**src/rtl/aes_dec_round_ctrl.sv**
```systemverilog
`default_nettype none
// ============================================================================
// Module      : aes_dec_round_ctrl
// Description : Iterative AES-128 decryption round controller. It applies the
//               initial AddRoundKey, sequences ten passes through an external
//               registered inverse-round chain, and returns the plaintext
//               through a valid/ready handshake.
//               Optional feature macro: AES_DEC_CTRL_ABORT_EN adds an abort
//               input that cancels the block in flight.
// Revision    : 1.0 - initial release
// ============================================================================
module aes_dec_round_ctrl #(
    parameter int STAGE_LAT = 4
) (
    input  logic         clk,
    input  logic         rst,
    input  logic         in_valid,
    output logic         in_ready,
    input  logic [127:0] in_data,
    output logic [3:0]   key_idx,
    input  logic [127:0] rnd_key,
    output logic [127:0] dp_state,
    output logic         dp_last,
    input  logic [127:0] dp_result,
    output logic         out_valid,
    input  logic         out_ready,
    output logic [127:0] out_data,
`ifdef AES_DEC_CTRL_ABORT_EN
    input  logic         abort,
`endif
    output logic         busy
);

    localparam logic [3:0] c_last_cnt    = 4'(STAGE_LAT - 1);
    localparam logic [3:0] c_key_idle    = 4'd10;
    localparam logic [3:0] c_first_round = 4'd9;

    typedef enum logic [1:0] {
        S_IDLE   = 2'd0,
        S_LAUNCH = 2'd1,
        S_WAIT   = 2'd2,
        S_DONE   = 2'd3
    } state_t;

    state_t       r_state;
    state_t       w_state_nxt;
    logic [127:0] r_st;
    logic [127:0] w_st_nxt;
    logic [3:0]   r_round;
    logic [3:0]   w_round_nxt;
    logic [3:0]   r_cnt;
    logic [3:0]   w_cnt_nxt;
    logic         w_abort;
    logic         w_in_flight;

`ifdef AES_DEC_CTRL_ABORT_EN
    assign w_abort = abort;
`else
    assign w_abort = 1'b0;
`endif

    always_ff @(posedge clk) begin
        if (rst) begin
            r_state <= S_IDLE;
            r_st    <= '0;
            r_round <= '0;
            r_cnt   <= '0;
        end else begin
            r_state <= w_state_nxt;
            r_st    <= w_st_nxt;
            r_round <= w_round_nxt;
            r_cnt   <= w_cnt_nxt;
        end
    end

    always_comb begin
        w_state_nxt = r_state;
        w_st_nxt    = r_st;
        w_round_nxt = r_round;
        w_cnt_nxt   = r_cnt;
        w_in_flight = (r_state == S_LAUNCH) || (r_state == S_WAIT);

        in_ready    = (r_state == S_IDLE) && !rst;
        busy        = (r_state != S_IDLE);
        key_idx     = c_key_idle;
        dp_state    = '0;
        dp_last     = 1'b0;
        out_valid   = 1'b0;
        out_data    = '0;

        // The chain sees a quiet zero input whenever no round is in progress
        if (w_in_flight) begin
            key_idx  = r_round;
            dp_state = r_st;
            dp_last  = (r_round == 4'd0);
        end

        if (r_state == S_DONE) begin
            out_valid = 1'b1;
            out_data  = r_st;
        end

        case (r_state)
            S_IDLE: begin
                if (in_valid) begin
                    w_st_nxt    = in_data ^ rnd_key;
                    w_round_nxt = c_first_round;
                    w_state_nxt = S_LAUNCH;
                end
            end
            S_LAUNCH: begin
                w_cnt_nxt   = '0;
                w_state_nxt = S_WAIT;
            end
            S_WAIT: begin
                w_cnt_nxt = r_cnt + 4'd1;
                if (r_cnt == c_last_cnt) begin
                    w_st_nxt = dp_result;
                    if (r_round == 4'd0) begin
                        w_state_nxt = S_DONE;
                    end else begin
                        w_round_nxt = r_round - 4'd1;
                        w_state_nxt = S_LAUNCH;
                    end
                end
            end
            S_DONE: begin
                if (out_ready) begin
                    w_state_nxt = S_IDLE;
                end
            end
            default: w_state_nxt = S_IDLE;
        endcase

        // Abort outranks a simultaneous output handshake
        if (w_abort && (r_state != S_IDLE)) begin
            w_state_nxt = S_IDLE;
        end
    end

endmodule
`default_nettype wire

```
**config.mk**
```make
export PLATFORM = sky130hd
export DESIGN_NAME = aes_dec_round_ctrl
export DESIGN_NICKNAME = d
export VERILOG_FILES = /design/src/rtl/aes_dec_round_ctrl.sv
export SDC_FILE = /design/constraint.sdc
export NUM_CORES = 1
export LEC_CHECK = 0
export BUFFER_PORTS_ARGS = -buffer_cell sky130_fd_sc_hd__buf_4
export CAP_MARGIN = 20
export CORE_AREA = 2 2 257 259
export CTS_BUF_LIST = sky130_fd_sc_hd__clkbuf_16
export CTS_CLUSTER_SIZE = 14
export DETAILED_ROUTE_END_ITERATION = 12
export DIE_AREA = 0 0 259 261
export PLACE_DENSITY = 0.35
export SLEW_MARGIN = 10
export SYNTH_ARGS = -nofsm -noshare
export SYNTH_HDL_FRONTEND = slang
export SYNTH_SLANG_ARGS = --single-unit
```
**constraint.sdc**
```tcl
create_clock -name clk -period 5.45 [get_ports clk]
set_clock_uncertainty 0.2 [all_clocks]
set_input_delay 1.09 -clock clk [delete_from_list [all_inputs] [get_ports clk]]
set_output_delay 1.09 -clock clk [all_outputs]
set_load 0.02 [all_outputs]
```
# Yosys cells after proc, flatten, opt, wreduce, memory -nomap -nowiden
# Cells that the tools add are included.
[classes] n_bitwise=1 addsub=2 n_reduce_logical=11 muxes=18 eq_ne=8
[op_table] operator="two-way mux 128 bit" n=4
[op_table] operator="case mux 128 bit (2 select lines)" n=1
[op_table] operator="XOR 128 bit" n=1
[op_table] operator="two-way mux 4 bit" n=4
[op_table] operator="case mux 4 bit (2 select lines)" n=2
[op_table] operator="two-way mux 2 bit" n=4
[op_table] operator="case mux 2 bit (4 select lines)" n=1
[op_table] operator="!= test 2 bit (second input constant)" n=3
[op_table] operator="AND reduction 3 bit" n=2
[op_table] operator="nonzero test 2 bit" n=3
[op_table] operator="adder 4 x 1 -> 4 bit (second input constant)" n=1
[op_table] operator="equality test 2 bit (second input constant)" n=2
[op_table] operator="equality test 4 x 2 -> 1 bit (second input constant)" n=1
[op_table] operator="logical NOT 4 bit" n=1
[op_table] operator="AND reduction 4 bit" n=1
[op_table] operator="subtractor 4 x 1 -> 4 bit (second input constant)" n=1
[op_table] operator="equality test 2 x 1 -> 1 bit (second input constant)" n=1
[op_table] operator="logical NOT 2 bit" n=1
[op_table] operator="two-way mux 1 bit" n=2
[op_table] operator="!= test 2 x 1 -> 1 bit (second input constant)" n=1
[op_table] operator="logical AND 1 bit" n=1
[op_table] operator="logical NOT 1 bit" n=1
[op_table] operator="logical OR 1 bit" n=1
[totals] ff_bits=138 input_bits=388 elab_cells=44 out_inout_bits=264

# Logic depth before layout (Yosys ltp)
[logic_depth] depth_word=4 ltp_mapped=9 ltp_nobuf=6

# Worst setup path after synthesis
# Ideal clock, no wire load.
[synth_path] path_type="input to output" from="in rst" to="out in_ready" required_time_ns=4.160 t_arrival_ns=1.786 path_slack_ns=2.374 cell_stages=3 n_path_buf=2 path_cell_list="clkbuf_1 -> clkbuf_1 -> nor2_1"
[synth_between] elab_chain_cells=2
[synth_lines] element="from (decl)" line_no="16" text="input logic rst,"
[synth_lines] element="logical NOT 1 bit" line_no="83" text="in_ready = (r_state == S_IDLE) && !rst;"
[synth_lines] element="logical AND 1 bit" line_no="83"
[synth_lines] element="to (decl)" line_no="18" text="output logic in_ready,"
# Every way passes these cells.

# Final worst setup path
[layout_path] from="reg r_state[1]" to="out dp_state[62]"
[layout_between] elab_chain_cells=3 elab_cells_between_ends=4 classes_between="eq/ne: 2; mux: 1; reduce/logical: 1"
[layout_lines] element="from (decl)" line_no="45" text="state_t r_state;"
[layout_lines] element="from (signal assigned)" line_no="69" text="r_state <= w_state_nxt;"
[layout_lines] element="equality test 2 x 1 -> 1 bit or equality test 2 bit (tied branches)" line_no="81" text="w_in_flight = (r_state == S_LAUNCH) || (r_state == S_WAIT);"
[layout_lines] element="logical OR 1 bit (*)" line_no="81"
[layout_lines] element="two-way mux 128 bit (*)" line_no="92" text="if (w_in_flight) begin"
[layout_lines] element="to (decl)" line_no="22" text="output logic [127:0] dp_state,"
# Every way passes the cells marked *; elsewhere a longest branch is shown, timed or not.

==> flow_metrics.py <==
metrics = {
    "status": {
        "status": "completed",
    },
    "critical_path": {
        "crit_path_end_kind": "primary output",
        "critPathRequiredTime_ps": 4160,
        "path_delay_family": "adder cells",
        "worstRegToRegCells": 7,
        "arrival_ps": 2490,
        "critPathSlowestCell": "ha_4",
        "cpPeakStageDelay_ps": 760,
        "crit_fanout": 82,
        "worst-path-stages": 5,
        "path_cells": "inv_1 -> ha_4 -> buf_12 -> and2_1 -> buf_4",
        "worstSetupStartpointType": "register",
        "setup.worst_path.class": "reg -> out",
        "crit_buf_inv": 3,
    },
    "power": {
        "peakVddDrop_mv": 0.2644,
        "leakagePower_nw": 6.801,
        "seqPwrFrac_pct": 27.1,
        "p_sw_w": 0.002610,
        "power_density_mw_per_mm2": 379.6,
        "switching_share_pct": 45.28,
        "clkPwrFrac_pct": 21.9,
        "p_comb_share_pct": 51.0,
        "p_int_w": 0.003154,
    },
    "timing": {
        "fin_setup_tns_ps": 0,
        "drv_slew": 0,
        "hold_viol": 0,
        "setup_ws_ps": 1666,
        "worstMarginPinSlew_ps": 907.5,
        "relSlewSlack_pct": 39.50,
        "fmax_mhz": 264.3,
        "rsz0062_at_grt": "no",
        "period_share_pct": 69.43,
        "fin_crit_ps": 3784,
        "setup_viol_count_final": 0,
    },
    "place": {
        "dp_slack_ps": 2065,
        "dp_hpwl_um": 34190,
        "io_buffers": 651,
        "gp_congestion": 0.8041,
    },
    "detailed_routing": {
        "vias": 10240,
        "drt-pass1-iter-count": 4,
        "drt_iter0_markers": 312,
        "remaining_drc_errors": 0,
        "drtAntennaViolNets": 0,
        "wl_per_cell_um": 17.36,
        "wl_um": 46030,
        "vias_per_cell": 3.862,
    },
    "global_route": {
        "grt_usage_pct": 12.96,
        "grt_first_pass_wirelength_um": 65530,
        "grt_max_degree": 153,
        "overflow": 0,
        "antenna_found_initial": 0,
        "first_global_vias": 10260,
    },
    "clocking": {
        "insertion_delay_ps": 470,
        "cts_inserted_buffers": 17,
        "cts_htree_levels": 4,
        "root_buffer": "clkbuf_16",
        "cts-resized-gates": 0,
        "hold_buffers": 0,
        "clock-sinks": 138,
        "path_clk_slew_ps": 60,
        "cts_setup_buffers": 0,
        "clk_path_buf_depth": 2,
        "cts_tree": "done",
    },
    "synthesis": {
        "yosys.area_share.simple_pct": 30.62,
        "synth.distinct_cells": 34,
        "async_flop_share_pct": 0,
        "yosysSeqAreaShare_pct": 31.23,
        "synth-edff-count": 0,
        "syn_inst": 1197,
        "syn-num-nets": 1590,
        "synth_xor_area_share_pct": 12.77,
        "ys_warn_count": 0,
        "synthFlopType": "dfxtp_1",
        "synthAdderAreaFrac_pct": 0.7072,
        "syn_area_mm2": 0.008846,
        "ys_ff_latch": 138,
        "synth_top_family_by_area": "simple AND/OR/NAND/NOR gates",
        "synth_mux_area_share_pct": 0.1273,
        "synth_area_per_cell_um2": 7.390,
        "synth-compound-area-share_pct": 19.69,
    },
    "die": {
        "start_util_pct": 13.60,
        "core_mm2": 0.06504,
        "fp.dieW_um": 259,
        "die_area_mm2": 0.06760,
        "fp-row-count": 94,
        "io_pins": 652,
        "die_y_um": 261,
    },
    "finish": {
        "fillCellCount": 7292,
        "nNetsFinal": 2167,
        "drive_gt1_share_pct": 39.00,
        "areaGrowthSynthToFinish_pct": 71.67,
    },
    "min_path": {
        "min_path_type": "reg -> reg",
        "hold_depth": 2,
    },
    "run": {
        "maxCapViolCount": 0,
    },
}
## final timing paths
| kind | startpoint | to | slack [ps] |
|---|---|---|---|
| worst max-delay path | r_state[1] | dp_state[62] | 1670 |
| worst min-delay path | r_st[15] | r_st[15] | 260 |
| worst max register to register | r_state[0] | r_st[39] | 2430 |
| worst min register to register | r_st[15] | r_st[15] | 260 |
## power by group through the flow
| stage | registers (W) | logic [W] | clock network, W |
|---|---|---|---|
| 2_1_floorplan | 0.00146 | 0.00178 | 0 |
| 3_3_place_gp | 0.00158 | 0.00303 | 0 |
| 3_5_place_dp | 0.00159 | 0.00303 | 0 |
| 4_1_cts | 0.00157 | 0.00304 | 0.00133 |
| 5_1_grt | 0.00161 | 0.00325 | 0.00136 |
| 6_report | 0.00156 | 0.00294 | 0.00126 |
## state kept, by name, summed over array words and instances, names as in the netlist
name	flops
r_st	128
r_cnt	4
r_round	4
r_state	2
## worst min-delay path: stages (launching register included)
cell	delay, ps
dfxtp_1	310
nand2_1	50
a21oi_1	50
## through the flow
step | hold slack (ps) | std cells | util [%] | area [µm²] | power (W)
2_1_floorplan | 235.7 | 1197 | - | 8846 | 0.003236
3_3_place_gp | 245.2 | 2619 | 22.42 | 14580 | 0.004615
3_5_place_dp | 252.3 | 2619 | 22.42 | 14580 | 0.004616
4_1_cts | 261.9 | 2651 | 23.34 | 15180 | 0.005945
5_1_grt | 274.9 | 2651 | 23.34 | 15180 | 0.006221
6_report | 257.1 | 2652 | 23.35 | 15190 | 0.005764
## cells in the mapped netlist, types with 4 or more instances
library cell  count  area (µm²)
o211ai_1        128       960.9
dfxtp_1         138        2763
nand2_1         263       987.2
ha_1              5       62.56
and2_1          258        1614
buf_2            13       65.06
clkbuf_1         85       319.1
inv_1             7       26.28
o21ai_0           6       30.03
a21oi_1         133       665.6
buf_1             4       15.01
xnor2_1         129        1130
## cell families (layout without fill, tap and decap cells)
family,count (synthesis),in the layout
adder cells (fa/ha/maj),5,5
XOR/XNOR,129,129
AND/OR/NAND/NOR,538,538
multiplexers,1,1
other,0,1
flip-flops,138,138
buffers and inverters,110,700
AO/OA/AOI/OAI,276,276
## per-layer routing
layer | share of wire [%] | GRT usage, %
met2 | 52 | 23.36
met5 | 0 | 0
met1 | 40 | 14.82
met3 | 6.4 | 3.659
met4 | 1.8 | 3.870
## cell type report
class	count	area [µm²]	area share (%)
Sequential cell	138	2763	18.19
Multi-Input combinational cell	949	5697	37.51
Antenna cell	1	2.502	0.01648
Tap cell	864	1081	7.119
Clock buffer	17	425.4	2.801
Clock inverter	15	175.2	1.153
Inverter	8	37.54	0.2472
Timing Repair Buffer	660	5005	32.96
## placed cells by master (no fill, tap or decap), types with 2 or more instances in the layout
master / n
buf_12: 4
o211ai_1: 128
buf_4: 656
clkbuf_16: 17
clkinv_4: 2
xnor2_1: 129
clkinvlp_4: 6
a21oi_1: 133
inv_1: 7
clkinv_2: 2
nand2b_1: 3
ha_4: 2
ha_1: 3
dfxtp_1: 138
o21ai_0: 6
bufinv_16: 3
o311a_1: 2
nand2_1: 263
nand3b_1: 2
nor3_1: 2
and2_1: 258
nor2_1: 2
(Power assumes the default switching activity.)
